$ cat src/rtl/modulo_registrador_m_at_if.sv
// Row-capture bus for modulo_registrador_m_at.
// The producer side drives rows over a valid/ready handshake, plus a synchronous clear.
// The consumer side receives the assembled word together with its valid/ack pair.
// The two counters are carried here as well so that a single bundle describes the block.
//   master : producer/consumer environment (drives clear, row_in, row_valid, m_at_ack)
//   slave  : capture stage (drives row_ready, m_at, m_at_valid, row_count, frame_count)
interface modulo_registrador_m_at_if #(
    parameter int unsigned ROW_W = 6,
    parameter int unsigned ROWS  = 6
);
    localparam int unsigned WordW = ROW_W * ROWS;

    logic             clear;
    logic [ROW_W-1:0] row_in;
    logic             row_valid;
    logic             row_ready;
    logic [WordW-1:0] m_at;
    logic             m_at_valid;
    logic             m_at_ack;
    logic [2:0]       row_count;
    logic [7:0]       frame_count;

    modport master (
        output clear, row_in, row_valid, m_at_ack,
        input  row_ready, m_at, m_at_valid, row_count, frame_count
    );

    modport slave (
        input  clear, row_in, row_valid, m_at_ack,
        output row_ready, m_at, m_at_valid, row_count, frame_count
    );
endinterface

$ cat src/rtl/modulo_registrador_m_at.sv
// Capture stage for the 36-bit current-matrix word m_at.
// Six rows are shifted in MSB-first. The first row lands in m_at[35:30] and the last in m_at[5:0].
// Once the word is complete it is held with m_at_valid set until the consumer acks it.
// Ports:
//   clk    : rising-edge clock
//   rst    : asynchronous active-high reset
//   bus_io : slave side of modulo_registrador_m_at_if, which carries
//            clear, row_in, row_valid, row_ready, m_at, m_at_valid, m_at_ack,
//            row_count and frame_count
module modulo_registrador_m_at #(
    parameter int unsigned ROW_W = 6,
    parameter int unsigned ROWS  = 6
) (
    input  logic                         clk,
    input  logic                         rst,
    modulo_registrador_m_at_if.slave     bus_io
);
    localparam int unsigned WordW = ROW_W * ROWS;

    typedef enum logic [0:0] {StLoad, StHold} state_e;

    state_e           state_q, state_d;
    logic [WordW-1:0] m_at_q, m_at_d;
    logic             m_at_valid_q, m_at_valid_d;
    logic [2:0]       row_count_q, row_count_d;
    logic [7:0]       frame_count_q, frame_count_d;
    logic             row_ready;
    logic             accept;

    // Ready depends only on state and clear, so there is no path from row_valid to row_ready.
    assign row_ready = (state_q == StLoad) && !bus_io.clear;
    assign accept    = bus_io.row_valid && row_ready;

    always_comb begin
        state_d       = state_q;
        m_at_d        = m_at_q;
        m_at_valid_d  = m_at_valid_q;
        row_count_d   = row_count_q;
        frame_count_d = frame_count_q;

        if (bus_io.clear) begin
            // Flush the partial word. frame_count keeps its history.
            state_d      = StLoad;
            m_at_d       = '0;
            m_at_valid_d = 1'b0;
            row_count_d  = '0;
        end else begin
            unique case (state_q)
                StLoad: begin
                    if (accept) begin
                        m_at_d = {m_at_q[WordW-ROW_W-1:0], bus_io.row_in};
                        if (row_count_q == 3'(ROWS - 1)) begin
                            row_count_d   = '0;
                            frame_count_d = frame_count_q + 8'd1;
                            m_at_valid_d  = 1'b1;
                            state_d       = StHold;
                        end else begin
                            row_count_d = row_count_q + 3'd1;
                        end
                    end
                end
                StHold: begin
                    // m_at stays in place after the ack, until the next accepted row shifts it.
                    if (bus_io.m_at_ack) begin
                        m_at_valid_d = 1'b0;
                        state_d      = StLoad;
                    end
                end
                default: state_d = StLoad;
            endcase
        end
    end

    always_ff @(posedge clk or posedge rst) begin
        if (rst) begin
            state_q       <= StLoad;
            m_at_q        <= '0;
            m_at_valid_q  <= 1'b0;
            row_count_q   <= '0;
            frame_count_q <= '0;
        end else begin
            state_q       <= state_d;
            m_at_q        <= m_at_d;
            m_at_valid_q  <= m_at_valid_d;
            row_count_q   <= row_count_d;
            frame_count_q <= frame_count_d;
        end
    end

    assign bus_io.row_ready   = row_ready;
    assign bus_io.m_at        = m_at_q;
    assign bus_io.m_at_valid  = m_at_valid_q;
    assign bus_io.row_count   = row_count_q;
    assign bus_io.frame_count = frame_count_q;
endmodule

$ cat src/flat_wrapper.sv
// flat-port wrapper written by rule: the top's interface ports become plain ports
module modulo_registrador_m_at_flat 
#(
    parameter int unsigned ROW_W = 6,
    parameter int unsigned ROWS  = 6
)
  (clk, rst, bus_io_clear, bus_io_row_in, bus_io_row_valid, bus_io_m_at_ack, bus_io_row_ready, bus_io_m_at, bus_io_m_at_valid, bus_io_row_count, bus_io_frame_count);
  modulo_registrador_m_at_if #(.ROW_W(ROW_W), .ROWS(ROWS)) bus_io_i ();
  input  logic clk;
  input  logic rst;
  input wire logic [$bits(bus_io_i.clear)-1:0] bus_io_clear;
  input wire logic [$bits(bus_io_i.row_in)-1:0] bus_io_row_in;
  input wire logic [$bits(bus_io_i.row_valid)-1:0] bus_io_row_valid;
  input wire logic [$bits(bus_io_i.m_at_ack)-1:0] bus_io_m_at_ack;
  output wire logic [$bits(bus_io_i.row_ready)-1:0] bus_io_row_ready;
  output wire logic [$bits(bus_io_i.m_at)-1:0] bus_io_m_at;
  output wire logic [$bits(bus_io_i.m_at_valid)-1:0] bus_io_m_at_valid;
  output wire logic [$bits(bus_io_i.row_count)-1:0] bus_io_row_count;
  output wire logic [$bits(bus_io_i.frame_count)-1:0] bus_io_frame_count;
  assign bus_io_i.clear = bus_io_clear;
  assign bus_io_i.row_in = bus_io_row_in;
  assign bus_io_i.row_valid = bus_io_row_valid;
  assign bus_io_i.m_at_ack = bus_io_m_at_ack;
  assign bus_io_row_ready = bus_io_i.row_ready;
  assign bus_io_m_at = bus_io_i.m_at;
  assign bus_io_m_at_valid = bus_io_i.m_at_valid;
  assign bus_io_row_count = bus_io_i.row_count;
  assign bus_io_frame_count = bus_io_i.frame_count;
  modulo_registrador_m_at #(.ROW_W(ROW_W), .ROWS(ROWS)) u_core (.clk(clk), .rst(rst), .bus_io(bus_io_i));
endmodule
$ cat config.mk
export PLATFORM = sky130hd
export DESIGN_NAME = modulo_registrador_m_at_flat
export DESIGN_NICKNAME = d
export VERILOG_FILES = /design/src/rtl/modulo_registrador_m_at_if.sv /design/src/rtl/modulo_registrador_m_at.sv /design/src/flat_wrapper.sv
export SDC_FILE = /design/constraint.sdc
export NUM_CORES = 1
export LEC_CHECK = 0
export BUFFER_PORTS_ARGS = -buffer_cell sky130_fd_sc_hd__buf_4
export CORE_MARGIN = 3
export CORE_UTILIZATION = 50
export CTS_CLUSTER_SIZE = 30
export DETAILED_ROUTE_END_ITERATION = 8
export PLACE_DENSITY = 0.8
export SKIP_CTS_REPAIR_TIMING = 1
export SLEW_MARGIN = 20
export SYNTH_ARGS = -nofsm -noshare
export SYNTH_HDL_FRONTEND = slang
export SYNTH_SLANG_ARGS = --single-unit
$ cat constraint.sdc
create_clock -name clk -period 1.67 [get_ports clk]
set_input_delay 0.2505 -clock clk [delete_from_list [all_inputs] [get_ports clk]]
set_output_delay 0.2505 -clock clk [all_outputs]
set_load 0.01 [all_outputs]
==> flow_summary.yaml <==
status:
  outcome: "finished clean"
logic_synthesis:
  synth_cell_types: 24
  ys_ff_latch: 49
  synth-edff-count: 0
  yosys_warnings: 0
  yosysSeqAreaShare: 0.6038
  avgSynthCellArea_sq_um: 9.489
  async_flop_share: 1.000
  syn_inst: 214
  ys.flop_type: "dfrtp_1"
  synth_nets: 226
  synth_area_sq_um: 2031
critical_path:
  crit_path_start_kind: "flip-flop"
  required_ns: 1.86
  reg2reg_depth: 3
  cp-end-kind: "flip-flop"
  crit_fanout: 6
  crit_path_end: "u_core.bus_io.frame_count[1]"
  critical_path_class: "flip-flop to flip-flop"
  rr_startpoint: "u_core.bus_io.row_count[1]"
  timing.rr.end: "u_core.bus_io.frame_count[1]"
  worstSetupStartpoint: "u_core.bus_io.row_count[1]"
  critical_path_arrival_ns: 1.70
  regToRegSetupSlack_ns: 0.15
route:
  ant_nets: 0
  viasPerCell: 5.056
  drc: 0
  wl_um: 4412
  wl_per_cell_um: 13.66
  firstDrtPassIters: 5
  dr.first_iter.drc_count: 174
  vias: 1633
timing:
  fmax_ghz: 0.6597
  maxSlewViolCount: 0
  min_period_ns: 1.516
  holdWs_ns: 0.1881
  finClkSkew_ns: 0.006913
  setup_viol: 0
  rsz0062_at_grt: "false"
  fin_crit_sh: 0.9077
  fin_ws_ns: 0.1541
  hold_viol_final: 0
  max_slew_margin: 0.7417
  finalSetupTns_ns: 0
  tightest_slew_ns: 0.3869
pwr:
  ir_worst_vdd_v: 0.0004852
  power.density_nw_per_um2: 857.7
  p_leak_nw: 1.275
place:
  port_buffers: 59
  dp.cells: 314
  place.gp.congestion: 0.7948
  dp_slack_ns: 0.1801
  hpwl_um: 3024
cts:
  clock-sinks: 49
  clk_path_buf_depth: 2
  ctsHtreeMaxLevel: 2
  path_clk_slew_ns: 0.08
  cts_buffers: 5
  cts_root_buf: "clkbuf_8"
  cts_tree: "done"
  insertion_delay_ns: 0.30
die:
  dieArea_sq_um: 4862
  die_width_um: 69.73
  dieHeight_um: 69.73
  pin_count: 60
  core_area_sq_um: 3799
  start_util: 0.5346
  rows: 22
job:
  max_cap_violations: 0
finish:
  multi_input_area_sq_um: 735.7
  final_core_util: 0.6970
  nFillCells: 300
  regArea_sq_um: 1226
  areaGrowthSynthToFinish_pct: 30.38
  antenna_cells: 0
  fin_nets: 286
  fin_cells: 323
  drive_gt1_frac: 0.2764
grt:
  grt_pass1_vias: 1523
  overflow: 0
  grtUsageTotal: 0.1903
  grt_antenna_before_repair: 0
  grt_pass1_wl_um: 7376
  grt_max_degree: 38
hold_path:
  hold_class: "input port to flip-flop"
==> critical path, cell delays in order, from the launching register on <==
cell      delay [ns]
dfrtp_1         0.42
nand3b_1        0.28
or3_4           0.40
mux2_4          0.30
==> synth_stat cells (2+ instances only) <==
cell | instances | area, sq um
a21oi_1 | 40 | 200.2
buf_2 | 9 | 45.04
clkbuf_1 | 4 | 15.01
dfrtp_1 | 49 | 1226
inv_1 | 3 | 11.26
nand2_1 | 77 | 289.0
nand2b_1 | 2 | 12.51
nand3b_1 | 2 | 15.01
nand4bb_1 | 2 | 22.52
nor2_1 | 3 | 11.26
nor3_1 | 4 | 20.02
xnor2_1 | 4 | 35.03
xor2_1 | 4 | 35.03
==> kinds of logic (layout without fill, tap and decap cells) <==
logic type      count (synthesis)  count (layout)  synth area share
compound gates                 40              40           0.09858
mux                             1               1          0.007392
xor+xnor                        8               8           0.03450
fa+ha+maj                       1               1          0.006160
buf+inv                        16              77           0.03512
flops                          49              49            0.6038
simple gates                   99              99            0.2144
==> final cells by class <==
type,instances,area share
clock inverters,1,0.01134
multi-input cells,149,0.2779
flip-flops and latches,49,0.4631
clock buffers,7,0.03261
repair buffers,66,0.1881
inverters,3,0.004253
well taps,48,0.02268
==> layout by cell type (no fill, tap or decap), types with 2 or more instances in the layout <==
| master | count |
|---|---|
| nand2b_1 | 2 |
| inv_1 | 2 |
| xnor2_1 | 4 |
| nor2_1 | 3 |
| xor2_1 | 4 |
| nand3b_1 | 2 |
| dfrtp_1 | 49 |
| a21oi_1 | 40 |
| nand2_1 | 77 |
| buf_4 | 65 |
| clkbuf_8 | 6 |
| nor3_1 | 4 |
| nand4bb_1 | 2 |
==> layer usage <==
layer  GRT usage  vias up  share of wire
li1            -      815              -
met3     0.05217        7          0.076
met2      0.2733       55           0.45
met1      0.2761      756           0.45
met5           0        -              0
met4     0.07021        0          0.015
==> where the power goes <==
| part | internal (W) | total (W) | switching, W |
|---|---|---|---|
| registers | 0.00121 | 0.00123 | 0.0000213 |
| clock network | 0.000488 | 0.000861 | 0.000372 |
| logic | 0.0000737 | 0.000182 | 0.000108 |
| total | 0.00177 | 0.00227 | 0.000502 |
==> how the worst min path moves through the flow <==
stage | from | end | slack [ns] | cells past startpoint
floorplan | bus_io_row_in[0] | u_core.bus_io.m_at[0] | 0.38 | 2
finish | bus_io_row_in[5] | u_core.bus_io.m_at[5] | 0.19 | 3
CTS | rst | u_core.bus_io.m_at[33] | -0.06 | 2
global placement | rst | u_core.bus_io.frame_count[7] | 0.25 | 2
global route | bus_io_row_in[0] | u_core.bus_io.m_at[0] | 0.21 | 3
detailed placement | rst | u_core.bus_io.m_at[33] | 0.26 | 2
==> sequential cells by signal, summed over array words and instances, names as in the netlist <==
name	flops
u_core.bus_io.m_at_valid	1
u_core.bus_io.frame_count	8
u_core.bus_io.m_at	36
u_core.state_q	1
u_core.bus_io.row_count	3
==> per-stage QoR <==
step	cell area [sq um]	total power (W)
3_3_place_gp	2521	0.001431
4_1_cts	2638	0.002279
2_1_floorplan	2031	0.001349
3_5_place_dp	2521	0.001433
6_report	2648	0.002271
5_1_grt	2648	0.002352
Note: power is estimated with default switching activity, not from simulation.
